`config.mk`:
```
export PLATFORM = sky130hd
export DESIGN_NAME = task_fifo_bank
export DESIGN_NICKNAME = d
export VERILOG_FILES = /design/src/rtl/task_pkg.sv /design/src/rtl/task_fifo.sv /design/src/rtl/task_fifo_bank.sv
export SDC_FILE = /design/constraint.sdc
export NUM_CORES = 1
export LEC_CHECK = 0
export CAP_MARGIN = 20
export CORE_UTILIZATION = 45
export DETAILED_ROUTE_END_ITERATION = 10
export PLACE_DENSITY = 0.69
export SYNTH_ARGS = -nofsm -noshare
export SYNTH_HDL_FRONTEND = slang
export SYNTH_SLANG_ARGS = --single-unit
```
`constraint.sdc`:
```
create_clock -name i_clk -period 5.8 [get_ports i_clk]
set_input_delay 0.58 -clock i_clk [delete_from_list [all_inputs] [get_ports i_clk]]
set_output_delay 0.58 -clock i_clk [all_outputs]
set_load 0.05 [all_outputs]
```
`src/rtl/task_pkg.sv`:
```
// Task word layout shared by the task FIFO bank and the RPU task distributor.
package task_pkg;

  localparam int unsigned PtwDef      = 16;
  localparam int unsigned LevelDef    = 4;
  localparam int unsigned TreeNumDef  = 4;
  localparam int unsigned DepthDef    = 8;
  localparam int unsigned TreeBitsDef = $clog2(TreeNumDef);

  localparam int unsigned TaskW     = PtwDef + TreeBitsDef + 1;
  localparam int unsigned IsPushPos = TaskW - 1;
  localparam int unsigned TreeIdLsb = PtwDef;
  localparam int unsigned DataLsb   = 0;

  typedef struct packed {
    logic                   is_push;
    logic [TreeBitsDef-1:0] tree_id;
    logic [PtwDef-1:0]      data;
  } task_t;

endpackage

```
`src/rtl/task_fifo.sv`:
```
// Single circular task buffer with registered read data and registered empty/full flags.
module task_fifo #(
  parameter int unsigned Width = 19,
  parameter int unsigned Depth = 8,
  localparam int unsigned PtrW = $clog2(Depth)
) (
  input  logic             clk_i,
  input  logic             arst_ni,
  input  logic             wr_en_i,
  input  logic [Width-1:0] wr_data_i,
  input  logic             rd_en_i,
  output logic [Width-1:0] rd_data_o,
  output logic             empty_o,
  output logic             full_o,
  output logic [PtrW:0]    count_o
);

  logic [Width-1:0] mem_q [Depth];
  logic [PtrW-1:0]  wr_ptr_q, rd_ptr_q;
  logic [PtrW:0]    count_q, count_d;
  logic [Width-1:0] rd_data_q;
  logic             empty_q, full_q;
  logic             do_wr, do_rd;

  // A read on an empty buffer is dropped, so a same-cycle write never bypasses to the output.
  assign do_wr = wr_en_i && !full_q;
  assign do_rd = rd_en_i && (count_q != '0);

  always_comb begin
    count_d = count_q;
    if (do_wr && !do_rd) begin
      count_d = count_q + 1'b1;
    end else if (!do_wr && do_rd) begin
      count_d = count_q - 1'b1;
    end
  end

  always_ff @(posedge clk_i or negedge arst_ni) begin
    if (!arst_ni) begin
      wr_ptr_q  <= '0;
      rd_ptr_q  <= '0;
      count_q   <= '0;
      rd_data_q <= '0;
      empty_q   <= 1'b1;
      full_q    <= 1'b0;
    end else begin
      if (do_wr) wr_ptr_q <= wr_ptr_q + 1'b1;
      if (do_rd) begin
        rd_ptr_q  <= rd_ptr_q + 1'b1;
        rd_data_q <= mem_q[rd_ptr_q];
      end
      count_q <= count_d;
      empty_q <= (count_d == '0);
      full_q  <= (count_d == (PtrW + 1)'(Depth));
    end
  end

  always_ff @(posedge clk_i) begin
    if (do_wr) mem_q[wr_ptr_q] <= wr_data_i;
  end

  assign rd_data_o = rd_data_q;
  assign empty_o   = empty_q;
  assign full_o    = full_q;
  assign count_o   = count_q;

endmodule

```
`src/rtl/task_fifo_bank.sv`:
```
// Routes scheduler tasks by treeId to per-RPU task FIFOs through a writable tree-to-level map.
// Optional TASK_FIFO_STATS_EN adds per-FIFO high-water marks and a stall-cycle counter.
module task_fifo_bank
  import task_pkg::*;
#(
  parameter int unsigned PTW      = PtwDef,
  parameter int unsigned LEVEL    = LevelDef,
  parameter int unsigned TREE_NUM = TreeNumDef,
  parameter int unsigned DEPTH    = DepthDef,
  localparam int unsigned LEVEL_BITS    = $clog2(LEVEL),
  localparam int unsigned TREE_NUM_BITS = $clog2(TREE_NUM),
  localparam int unsigned DEPTH_BITS    = $clog2(DEPTH),
  localparam int unsigned TW            = PTW + TREE_NUM_BITS + 1
) (
  input  logic                     i_clk,
  input  logic                     i_arst_n,
  input  logic                     i_task_valid,
  input  logic                     i_task_is_push,
  input  logic [TREE_NUM_BITS-1:0] i_task_treeId,
  input  logic [PTW-1:0]           i_task_data,
  output logic                     o_task_ready,
  input  logic                     i_cfg_we,
  input  logic [TREE_NUM_BITS-1:0] i_cfg_treeId,
  input  logic [LEVEL_BITS-1:0]    i_cfg_level,
  input  logic [LEVEL-1:0]         i_pop_TaskFIFO,
  output logic [TW-1:0]            o_TaskFIFO_data [LEVEL],
  output logic [LEVEL-1:0]         o_TaskFIFO_empty,
`ifdef TASK_FIFO_STATS_EN
  output logic [DEPTH_BITS:0]      o_hwm [LEVEL],
  output logic [15:0]              o_stall_cnt,
`endif
  output logic [LEVEL-1:0]         o_TaskFIFO_full
);

  logic [LEVEL_BITS-1:0] map_q [TREE_NUM];
  logic [LEVEL_BITS-1:0] target;
  logic [DEPTH_BITS:0]   count [LEVEL];
  logic [TW-1:0]         wr_word;
  logic                  accept;

  assign target       = map_q[i_task_treeId];
  assign o_task_ready = (count[target] != (DEPTH_BITS + 1)'(DEPTH));
  assign accept       = i_task_valid && o_task_ready;
  // Pop tasks carry no payload; zero it so the distributor sees a clean word.
  assign wr_word      = {i_task_is_push, i_task_treeId, i_task_is_push ? i_task_data : '0};

  always_ff @(posedge i_clk or negedge i_arst_n) begin
    if (!i_arst_n) begin
      for (int t = 0; t < int'(TREE_NUM); t++) begin
        map_q[t] <= LEVEL_BITS'(t % int'(LEVEL));
      end
    end else if (i_cfg_we) begin
      map_q[i_cfg_treeId] <= i_cfg_level;
    end
  end

  for (genvar g = 0; g < int'(LEVEL); g++) begin : g_fifo
    task_fifo #(
      .Width(TW),
      .Depth(DEPTH)
    ) u_task_fifo (
      .clk_i    (i_clk),
      .arst_ni  (i_arst_n),
      .wr_en_i  (accept && (target == LEVEL_BITS'(g))),
      .wr_data_i(wr_word),
      .rd_en_i  (i_pop_TaskFIFO[g]),
      .rd_data_o(o_TaskFIFO_data[g]),
      .empty_o  (o_TaskFIFO_empty[g]),
      .full_o   (o_TaskFIFO_full[g]),
      .count_o  (count[g])
    );
  end

`ifdef TASK_FIFO_STATS_EN
  logic [DEPTH_BITS:0] hwm_q [LEVEL];
  logic [15:0]         stall_q;

  // Count never exceeds DEPTH, so the high-water mark saturates there on its own.
  always_ff @(posedge i_clk or negedge i_arst_n) begin
    if (!i_arst_n) begin
      for (int i = 0; i < int'(LEVEL); i++) hwm_q[i] <= '0;
      stall_q <= '0;
    end else begin
      for (int i = 0; i < int'(LEVEL); i++) begin
        if (count[i] > hwm_q[i]) hwm_q[i] <= count[i];
      end
      if (i_task_valid && !o_task_ready && (stall_q != 16'hFFFF)) stall_q <= stall_q + 16'd1;
    end
  end

  assign o_hwm       = hwm_q;
  assign o_stall_cnt = stall_q;
`endif

endmodule

```
==> impl_metrics.csv, run 1 <==
group,metric,value,unit
critical_path,worst_ep_arrival_time,3920,ps
clocking,ctsRootBufferMaster,"clkbuf_16",
synthesis,syn-cell-area,0.0286,sq mm
clocking,cts_resized,0,
clocking,clock_slew_seen_by_the_registers_of_the_worst_setup_and_hold_paths,50,ps
die,floorplan.core_area,0.0630,sq mm
placed_design,gp_routability_congestion,0.798,
synthesis,dominantRegCellSynth,"edfxtp_1",
clocking,post_cts_setup_buffer_count,0,
global_routing,grt_pass1_wl,89500,um
synthesis,ys_async_sr_fraction,17.8,%
sta,period_share,77.5,%
route,detail_route.drc_violations,0,
placed_design,post_detailed_placement_cell_area,0.0312,sq mm
sta,slew_headroom,33.3,%
cells_and_area,finalCoreUtilization,53.2,%
synthesis,ys_seq_elements,740,
route,avg_wl_per_cell,23.3,um
power_and_ir_drop,power.switching_fraction,32.6,%
clocking,numCtsBuffers,71,
sta,finClkSkew,19.4,ps
power_and_ir_drop,pwr-share-comb,30.9,%
power_and_ir_drop,irDropWorstVdd,0.268,mV
power_and_ir_drop,powerDensity,502,mW/mm^2
route,drt_iter0_drc,1238,
critical_path,worst-path-max-fanout,19,
synthesis,ys.warnings.count,0,
cells_and_area,finish.instance_area,0.0335,sq mm
critical_path,worst-r2r-cell-count,6,
route,via_per_inst,5.51,
synthesis,synth_compound_gate_area_share,2.29,%
die,floorplan.rows,92,
route,detail-route-antenna-nets,0,
sta,pins_over_slew_limit,0,
die,floorplan.die.height,254,um
route,drt_pre_antenna_iters,5,
power_and_ir_drop,sequentialPowerShare,41.3,%
die,design.portCount,116,
clocking,cts.path.max_buffers,3,
critical_path,critical_path_required,5220,ps
synthesis,synth_edf_count,608,
die,floorplan.die_area,0.0646,sq mm
synthesis,synth_fp_nets,1530,
placed_design,dp.final_hpwl,36000,um
synthesis,synth_top_family_by_area,"multiplexers",
global_routing,gr-usage-all-layers,19.0,%
cells_and_area,drive_gt1_share,21.9,%
die,effective_utilization_at_floorplan,45.4,%
synthesis,synth_seq_area_share,75.4,%
synthesis,synthCells,1483,
synthesis,syn_area_per_cell,19.3,sq um
min_path,hp-class,"input pin to async pin",
route,vias_after_detailed_routing,14200,
critical_path,criticalPathCategory,"input pin to output port",
sta,fmax,222,MHz
sta,finalCriticalPeriod,4500,ps
synthesis,synth_mux_area_share,15.2,%
power_and_ir_drop,p_switching,5.48,mW
sta,setup-violations-final,0,
cells_and_area,syn2layout_area_growth,17.1,%
sta,fin_setup_tns,0,ps
sta,worstMarginPinSlew,1000,ps
clocking,clock_sinks,740,
die,die_w,254,um
clocking,tritoncts,"built",
global_routing,grt_antenna_before_repair,1,
clocking,worstSkewPairLatency,610,ps
clocking,htree_levels,3,
route,drt_wl_total,59900,um
sta,holdWs,78.6,ps
placed_design,buffer_ports.inserted,115,
synthesis,post_synth_and_or_nand_nor_area_fraction,4.47,%
global_routing,number_of_global_route_vias_before_repair,14400,
cells_and_area,design.final.nets,1713,
power_and_ir_drop,power.static_leakage,11.4,nW
critical_path,end_kind,"output port",
critical_path,critical_path.startpoint_type,"input pin",
synthesis,synthXorXnorAreaFrac,0.765,%
sta,grt_setup_unrepaired,"false",
global_routing,grt_remaining_overflow,0,
power_and_ir_drop,power.internal,11.3,mW
cells_and_area,antenna_cells,0,
power_and_ir_drop,clkPwrFrac,27.8,%
flow_run,number_of_max_cap_violations,0,
synthesis,synth_adder_area_share,0.700,%
synthesis,synth_cell_types,55,
clocking,ctsHoldBuffers,0,
sta,report.final.hold_viol_count,0,
run_status,outcome,"completed",
global_routing,grt_max_degree,97,
-- final timing paths --
path	slack (ps)	start	end
max reg2reg	2650	map_q[7]$_DFFE_PN0P_	g_fifo[0].u_task_fifo.mem_q[5][6]$_DFFE_PP_
max	1300	i_task_treeId[0]	o_task_ready
max in group asynchronous	4540	i_arst_n	g_fifo[2].u_task_fifo.rd_ptr_q[0]$_DFFE_PN0P_
min reg2reg	470	g_fifo[3].u_task_fifo.rd_data_o[16]$_DFFE_PN0P_	g_fifo[3].u_task_fifo.rd_data_o[16]$_DFFE_PN0P_
min	80	i_arst_n	g_fifo[3].u_task_fifo.rd_data_o[16]$_DFFE_PN0P_
min in group i_clk	470	g_fifo[3].u_task_fifo.rd_data_o[16]$_DFFE_PN0P_	g_fifo[3].u_task_fifo.rd_data_o[16]$_DFFE_PN0P_
-- synthesized netlist by cell type, types with 4 or more instances --
cell | number | area share [%]
nand2b_1 | 8 | 0.17
o211ai_1 | 5 | 0.13
buf_2 | 9 | 0.16
a21oi_1 | 6 | 0.10
dfrtp_1 | 124 | 11
mux2i_1 | 77 | 2.7
dfstp_2 | 8 | 0.73
and2_1 | 20 | 0.44
mux4_2 | 154 | 12
nor3b_1 | 5 | 0.13
ha_1 | 16 | 0.70
mux2_2 | 9 | 0.35
nor3_1 | 25 | 0.44
buf_4 | 8 | 0.21
nand3_1 | 7 | 0.12
xnor2_1 | 24 | 0.73
clkbuf_1 | 41 | 0.54
nand3b_1 | 4 | 0.10
nand2_1 | 132 | 1.7
nor4_1 | 7 | 0.15
nor4b_1 | 4 | 0.12
inv_1 | 10 | 0.13
buf_1 | 14 | 0.18
o21ai_0 | 79 | 1.4
nor2_1 | 32 | 0.42
edfxtp_1 | 608 | 64
-- flip-flops by register name, summed over array words and instances (netlist names) --
name / flops
g_fifo.u_task_fifo.mem_q: 608
g_fifo.u_task_fifo.count_o: 16
g_fifo.u_task_fifo.rd_ptr_q: 12
g_fifo.u_task_fifo.full_o: 4
g_fifo.u_task_fifo.rd_data_o: 76
g_fifo.u_task_fifo.wr_ptr_q: 12
g_fifo.u_task_fifo.empty_o: 4
map_q: 8
-- metal layers --
layer / track usage [%] / wire length (um)
met5: 0 / 0
met4: 6.64 / 1470
met3: 3.23 / 3840
met2: 29.3 / 27900
met1: 27.7 / 26700
-- cells by family (layout without fill, tap and decap cells) --
family                     count (synthesis)  count (layout)
DFF                                      740             740
and+or+nand+nor                          266             266
muxes                                    240             240
AOI/OAI and AO/OA                        114             114
buffers and inverters                     82             323
xor gates and xnor gates                  25              25
adders and majority gates                 16              16
-- through the flow --
| step | instances | power (mW) | setup slack [ps] |
|---|---|---|---|
| after floorplan | 1483 | 10.6 | 1530 |
| after global placement | 2438 | 12.2 | 1400 |
| after detailed placement | 2439 | 12.3 | 1270 |
| after CTS | 2570 | 17.0 | 1340 |
| after global routing | 2570 | 17.5 | 1170 |
| final | 2570 | 16.8 | 1300 |
-- power groups by stage --
stage	Combinational [mW]	Sequential, mW	Clock (mW)
floorplan	2.87	7.76	0
global placement	5.14	7.06	0
detailed placement	5.26	7.06	0
CTS	5.28	6.96	4.75
global route	5.56	7.03	4.95
finish	5.19	6.95	4.67
-- layout make-up --
cell class                      instances  area [sq um]
Fill cell                            4905         29500
Tap cell                              846          1060
Clock buffer                           97          1970
Sequential cell                       740         21600
Inverter                               10          37.5
Multi-Input combinational cell        661          6810
Timing Repair Buffer                  182          1680
Clock inverter                         34           380
-- critical path: stages --
cell and delay (ps):
clkdlybuf4s50_1 1050, mux4_2 690, mux2i_1 180, nor2_1 60
a21oi_1 420, clkdlybuf4s50_1 900
-- placed cells by master (no fill, tap or decap), types with 3 or more instances in the layout --
cell type        count
nor4_1               3
clkbuf_1            19
clkdlybuf4s50_1    114
clkinv_2            12
edfxtp_1           608
o211ai_1             5
buf_4               66
ha_1                16
nor3_1              11
o21ai_0             79
clkbuf_8             5
nand2_1            132
nor2b_1              3
nor2_1              32
clkinv_1             8
and2_1              19
inv_1               10
nor3_2              15
mux2i_1             77
bufinv_16            8
a21oi_1              6
clkbuf_16           73
o31ai_1              3
mux4_2             154
a22oi_1              3
dfstp_2              8
nand3_1              7
nor4_2               5
or3b_2               3
mux2_2               9
nand2b_1             8
xnor2_1             24
o2bb2ai_1            3
inv_6                4
nor3b_1              3
dfrtp_2              4
dfrtp_1            120
nand3b_1             4
(Power assumes the default switching activity.)
==> run 2: changes to the inputs <==
- PLACE_DENSITY: 0.69 -> 0.71
- clock period: 5.8 -> 4.1 ns (I/O delays scaled with it)
==> impl_metrics.csv, run 2 (synthesis results as in run 1) <==
group,metric,value,unit
sta,worstMarginPinSlew,952,ps
route,detail-route-antenna-nets,0,
sta,fin_worst_setup_slack,983,ps
route,detail_route.drc_violations,0,
min_path,hp-class,"input pin to async pin",
power_and_ir_drop,powerDensity,704,mW/mm^2
sta,pins_over_slew_limit,0,
die,floorplan.rows,92,
power_and_ir_drop,irDropWorstVdd,0.320,mV
sta,report.final.hold_viol_count,0,
global_routing,gr-usage-all-layers,19.1,%
power_and_ir_drop,power.static_leakage,11.5,nW
global_routing,grt_pass1_wl,90500,um
placed_design,placed_cells_incl_taps,2457,
placed_design,buffer_ports.inserted,115,
cells_and_area,design.final.nets,1732,
cells_and_area,mostFrequentLayoutCell,"edfxtp_1",
clocking,tritoncts,"built",
sta,period_share,76.0,%
placed_design,gp_routability_congestion,0.812,
critical_path,worstPathCellList,"clkdlybuf4s50_1 > mux4_2 > mux2i_1 > nor2_1 > a21oi_1 > buf_12",
cells_and_area,register_ranked_first_by_flip_flop_count,"g_fifo.u_task_fifo.mem_q",
die,floorplan.die_area,0.0646,sq mm
clocking,worstSkewPairLatency,600,ps
sta,finClkSkew,20.1,ps
clocking,ctsRootBufferMaster,"clkbuf_16",
clocking,htree_levels,3,
placed_design,post_detailed_placement_cell_area,0.0313,sq mm
critical_path,slowest_delay,740,ps
cells_and_area,most_used_cells_in_the_layout_excluding_fill_and_tap_cells,"608 x edfxtp_1, 154 x mux4_2, 132 x nand2_1",
critical_path,worst-path-max-fanout,8,
cells_and_area,sequential_cell_area,0.0216,sq mm
critical_path,critical_path_required,3690,ps
critical_path,worst_ep_arrival_time,2710,ps
route,vias_after_detailed_routing,14200,
sta,finalCriticalPeriod,3120,ps
power_and_ir_drop,total_power,23.7,mW
sta,fin_setup_tns,0,ps
global_routing,grt_max_degree,91,
cells_and_area,fillerInstances,4858,
clocking,cts.path.max_buffers,3,
cells_and_area,finalCoreUtilization,53.4,%
critical_path,timing.critical_path.slowest_stage_cell,"clkdlybuf4s50_1",
cells_and_area,finish.instance_area,0.0336,sq mm
critical_path,cp.buffers_inverters,2,
cells_and_area,drive_gt1_share,22.7,%
cells_and_area,flip_flop_count_of_the_largest_register_after_layout,608,
route,drt_pre_antenna_iters,5,
clocking,clock_sinks,740,
sta,setup-violations-final,0,
global_routing,number_of_global_route_vias_before_repair,14700,
placed_design,dp.final_hpwl,37100,um
die,floorplan.die.height,254,um
route,avg_wl_per_cell,23.3,um
sta,fmax,321,MHz
route,drt_iter0_drc,1260,
critical_path,critical_path.startpoint_type,"input pin",
flow_run,number_of_max_cap_violations,0,
route,via_per_inst,5.49,
die,effective_utilization_at_floorplan,45.4,%
critical_path,criticalPathCategory,"input pin to output port",
cells_and_area,layout.cells.non_filler,2583,
placed_design,dp_slack,386,ps
cells_and_area,antenna_cells,0,
clocking,numCtsBuffers,70,
critical_path,end_kind,"output port",
global_routing,grt_antenna_before_repair,2,
cells_and_area,syn2layout_area_growth,17.5,%
die,design.portCount,116,
sta,slew_headroom,36.6,%
sta,grt_setup_unrepaired,"false",
global_routing,grt_remaining_overflow,0,
run_status,outcome,"completed",
die,floorplan.core_area,0.0630,sq mm
sta,holdWs,456,ps
cells_and_area,area_occupied_by_multi_input_gates,0.00681,sq mm
critical_path,family_of_cells_with_the_greatest_summed_delay_on_the_critical_path,"buffers and inverters",
clocking,clock_slew_seen_by_the_registers_of_the_worst_setup_and_hold_paths,60,ps
route,drt_wl_total,60100,um
die,die_w,254,um
run 2: changes by cell type in the layout (fill, tap and decap cells not counted), moves of 2 or more:
cell	delta
clkbuf_1	-3
clkinv_2	-3
bufinv_16	-2
clkinv_1	-2
buf_4	+19
inv_6	-4
clkbuf_8	+6
run 2: per-layer routing:
layer / global-route usage (%) / share of wire, %
met1: 27.5 / 44
met3: 3.12 / 6.6
met4: 5.87 / 2.2
met2: 30.2 / 48
met5: 0 / 0.022
run 2: worst register-to-register path, cell delays in order, from the launching register on:
cell,delay (ps)
dfrtp_1,420
mux4_2,570
nor2b_1,510
nand2_1,430
nor4_2,330
buf_4,310
run 2: area by class of cell:
class | count | area share [%]
sequential | 740 | 64.2
multi-input combinational | 661 | 20.3
clock buffer | 100 | 6.06
timing repair buffer | 202 | 5.43
tap | 846 | 3.15
clock inverter | 24 | 0.804
inverter | 10 | 0.112
run 2: repair_timing:
| action | in CTS | in global routing |
|---|---|---|
| resized for setup | 0 | 0 |
| buffers inserted | 0 | 0 |
| hold buffers | 1 | 0 |
| hold endpoints to repair | 60 | 0 |
run 2: path summary, 6_finish.rpt:
kind / from / endpoint / slack [ps] / depth (start not counted)
setup / recovery: i_task_treeId[0] / o_task_ready / 980 / 6
setup reg to reg: map_q[2]$_DFFE_PN0P_ / g_fifo[2].u_task_fifo.mem_q[0][7]$_DFFE_PP_ / 1220 / 5
max in group asynchronous: i_arst_n / g_fifo[3].u_task_fifo.empty_o$_DFF_PN1_ / 2660 / 3
min in group i_clk: g_fifo[1].u_task_fifo.rd_data_o[16]$_DFFE_PN0P_ / g_fifo[1].u_task_fifo.rd_data_o[16]$_DFFE_PN0P_ / 480 / 2
hold / removal: i_arst_n / g_fifo[1].u_task_fifo.rd_data_o[12]$_DFFE_PN0P_ / 460 / 2
hold reg to reg: g_fifo[1].u_task_fifo.rd_data_o[16]$_DFFE_PN0P_ / g_fifo[1].u_task_fifo.rd_data_o[16]$_DFFE_PN0P_ / 480 / 2
run 2: power breakdown:
| group | switching [mW] | leakage [nW] | internal [mW] |
|---|---|---|---|
| combinational | 4.17 | 3.25 | 3.08 |
| clock | 2.63 | 1.13 | 3.83 |
| sequential | 0.874 | 7.14 | 9.09 |
| total | 7.67 | 11.5 | 16.0 |
==> run 3: changes to the inputs <==
- clock period: 4.1 -> 2.56 ns (I/O delays scaled with it)
==> impl_metrics.csv, run 3 (synthesis results as in run 1) <==
group,metric,value,unit
sta,pins_over_slew_limit,0,
sta,period_share,97.2,%
cells_and_area,design.final.nets,1773,
power_and_ir_drop,powerDensity,1130,mW/mm^2
cells_and_area,most_used_cells_in_the_layout_excluding_fill_and_tap_cells,"608 x edfxtp_1, 154 x mux4_2, 128 x nand2_1",
route,drt_iter0_drc,1130,
flow_run,number_of_max_cap_violations,0,
route,detail_route.drc_violations,0,
clocking,clock_slew_seen_by_the_registers_of_the_worst_setup_and_hold_paths,60,ps
min_path,hp-class,"input pin to async pin",
run_status,outcome,"completed",
global_routing,grt_max_degree,57,
global_routing,grt_pass1_wl,93500,um
die,floorplan.core_area,0.0630,sq mm
route,vias_after_detailed_routing,14300,
clocking,ctsRootBufferMaster,"clkbuf_16",
cells_and_area,drive_gt1_share,26.1,%
route,drt_pre_antenna_iters,5,
global_routing,grt_remaining_overflow,0,
sta,worstMarginPinSlew,720,ps
clocking,numCtsBuffers,74,
route,via_per_inst,5.42,
die,floorplan.die_area,0.0646,sq mm
global_routing,gr-usage-all-layers,19.7,%
power_and_ir_drop,total_power,39.3,mW
cells_and_area,register_ranked_first_by_flip_flop_count,"g_fifo.u_task_fifo.mem_q",
critical_path,critical_path_required,2300,ps
critical_path,timing.critical_path.slowest_stage_cell,"mux4_2",
critical_path,rrSetupSlack,110,ps
power_and_ir_drop,irDropWorstVdd,0.653,mV
cells_and_area,mostFrequentLayoutCell,"edfxtp_1",
route,detail-route-antenna-nets,0,
clocking,htree_levels,3,
critical_path,worst-path-max-fanout,6,
critical_path,worst_ep_arrival_time,2230,ps
die,design.portCount,116,
clocking,clock_sinks,740,
sta,finalCriticalPeriod,2490,ps
cells_and_area,syn2layout_area_growth,21.3,%
sta,grt_setup_unrepaired,"false",
die,die_w,254,um
critical_path,criticalPathCategory,"flip-flop to output port",
die,effective_utilization_at_floorplan,45.4,%
global_routing,number_of_global_route_vias_before_repair,15200,
critical_path,timing.rr.end,"g_fifo[0].u_task_fifo.empty_o$_DFF_PN1_",
cells_and_area,fillerInstances,4744,
critical_path,worstPathCellList,"mux4_2 > buf_6 > nand3_1 > o21ai_0 > a21oi_2 > buf_12",
critical_path,worst-r2r-cell-count,8,
sta,slew_headroom,52.0,%
placed_design,dp.final_hpwl,36500,um
power_and_ir_drop,power.static_leakage,11.9,nW
critical_path,slowest_delay,520,ps
critical_path,critical_path.startpoint_type,"flip-flop",
placed_design,gp_routability_congestion,0.861,
sta,report.final.hold_viol_count,0,
sta,setup-violations-final,0,
clocking,cts.path.max_buffers,3,
clocking,tritoncts,"built",
global_routing,grt_antenna_before_repair,1,
route,avg_wl_per_cell,22.9,um
sta,fin_setup_tns,0,ps
die,floorplan.die.height,254,um
route,drt_wl_total,60400,um
sta,finClkSkew,15.3,ps
critical_path,end_kind,"output port",
die,floorplan.rows,92,
sta,fmax,402,MHz
critical_path,regToRegStartpoint,"g_fifo[0].u_task_fifo.count_o[0]$_DFF_PN0_",
placed_design,buffer_ports.inserted,115,
clocking,worstSkewPairLatency,610,ps
cells_and_area,flip_flop_count_of_the_largest_register_after_layout,608,
run 3: cell types whose count changed in the layout (fill, tap and decap cells not counted), sizes merged:
cell | before | now
diode | 0 | 1
buf | 88 | 126
clkinvlp | 3 | 5
clkbuf | 100 | 93
bufinv | 6 | 9
inv | 10 | 16
clkinv | 15 | 23
clkdlybuf4s50 | 113 | 112
run 3: per-stage QoR:
stage	setup slack (ps)	instances	hold slack, ps	instance area, sq um	utilization (%)
3_5_place_dp	-396	2493	293	32200	51.1
3_3_place_gp	-369	2493	279	32200	51.1
6_report	72.6	2633	213	34700	55.1
2_1_floorplan	-307	1483	-39.6	28900	-
4_1_cts	2.85	2631	215	34700	55.1
5_1_grt	1.67	2633	263	34700	55.1
run 3: what timing repair did:
action                                 CTS  global route
pin swaps                                0             2
hold buffers                             1             0
endpoints found under the hold margin   50             0
setup endpoints to repair                1           154
resized for setup                        2            12
setup buffers                            1             1
gates cloned                             0             0
run 3: worst max-delay path by stage:
stage,from,end
after CTS,map_q[6]$_DFFE_PN0P_,o_task_ready
final,map_q[6]$_DFFE_PN0P_,o_task_ready
after global placement,i_task_treeId[0],g_fifo[0].u_task_fifo.mem_q[3][0]$_DFFE_PP_
after global routing,g_fifo[0].u_task_fifo.count_o[0]$_DFF_PN0_,g_fifo[0].u_task_fifo.empty_o$_DFF_PN1_
after detailed placement,i_task_treeId[0],g_fifo[0].u_task_fifo.mem_q[5][4]$_DFFE_PP_
after floorplan,map_q[1]$_DFFE_PN1P_,g_fifo[0].u_task_fifo.mem_q[7][0]$_DFFE_PP_
run 3: per-layer routing:
metal	part of all wire (%)	wire [um]	track usage [%]
met1	45	26900	28.6
met2	47	28500	30.6
met3	6.1	3710	3.28
met4	2.1	1290	6.47
met5	0	0	0
run 3: critical path: cells and delay by family (launching register included):
kind / cells / cell delay [ps]
muxes: 1 / 520
DFF: 1 / 390
buffers and inverters: 2 / 320
AOI/OAI and AO/OA: 2 / 310
and+or+nand+nor: 1 / 70
run 3: final cells by class:
class                           count  area (sq um)  area share [%]
Antenna cell                        1          2.50         0.00721
Sequential cell                   740         21600            62.2
Tap cell                          846          1060            3.05
Clock buffer                       93          2020            5.81
Inverter                           10          37.5           0.108
Clock inverter                     43           470            1.36
Multi-Input combinational cell    661          7000            20.2
Timing Repair Buffer              239          2540            7.33
run 3: power breakdown:
group | internal, mW | total [mW] | switching [mW]
clock | 6.54 | 11.0 | 4.49
sequential | 14.6 | 15.9 | 1.29
combinational | 5.39 | 12.4 | 7.04
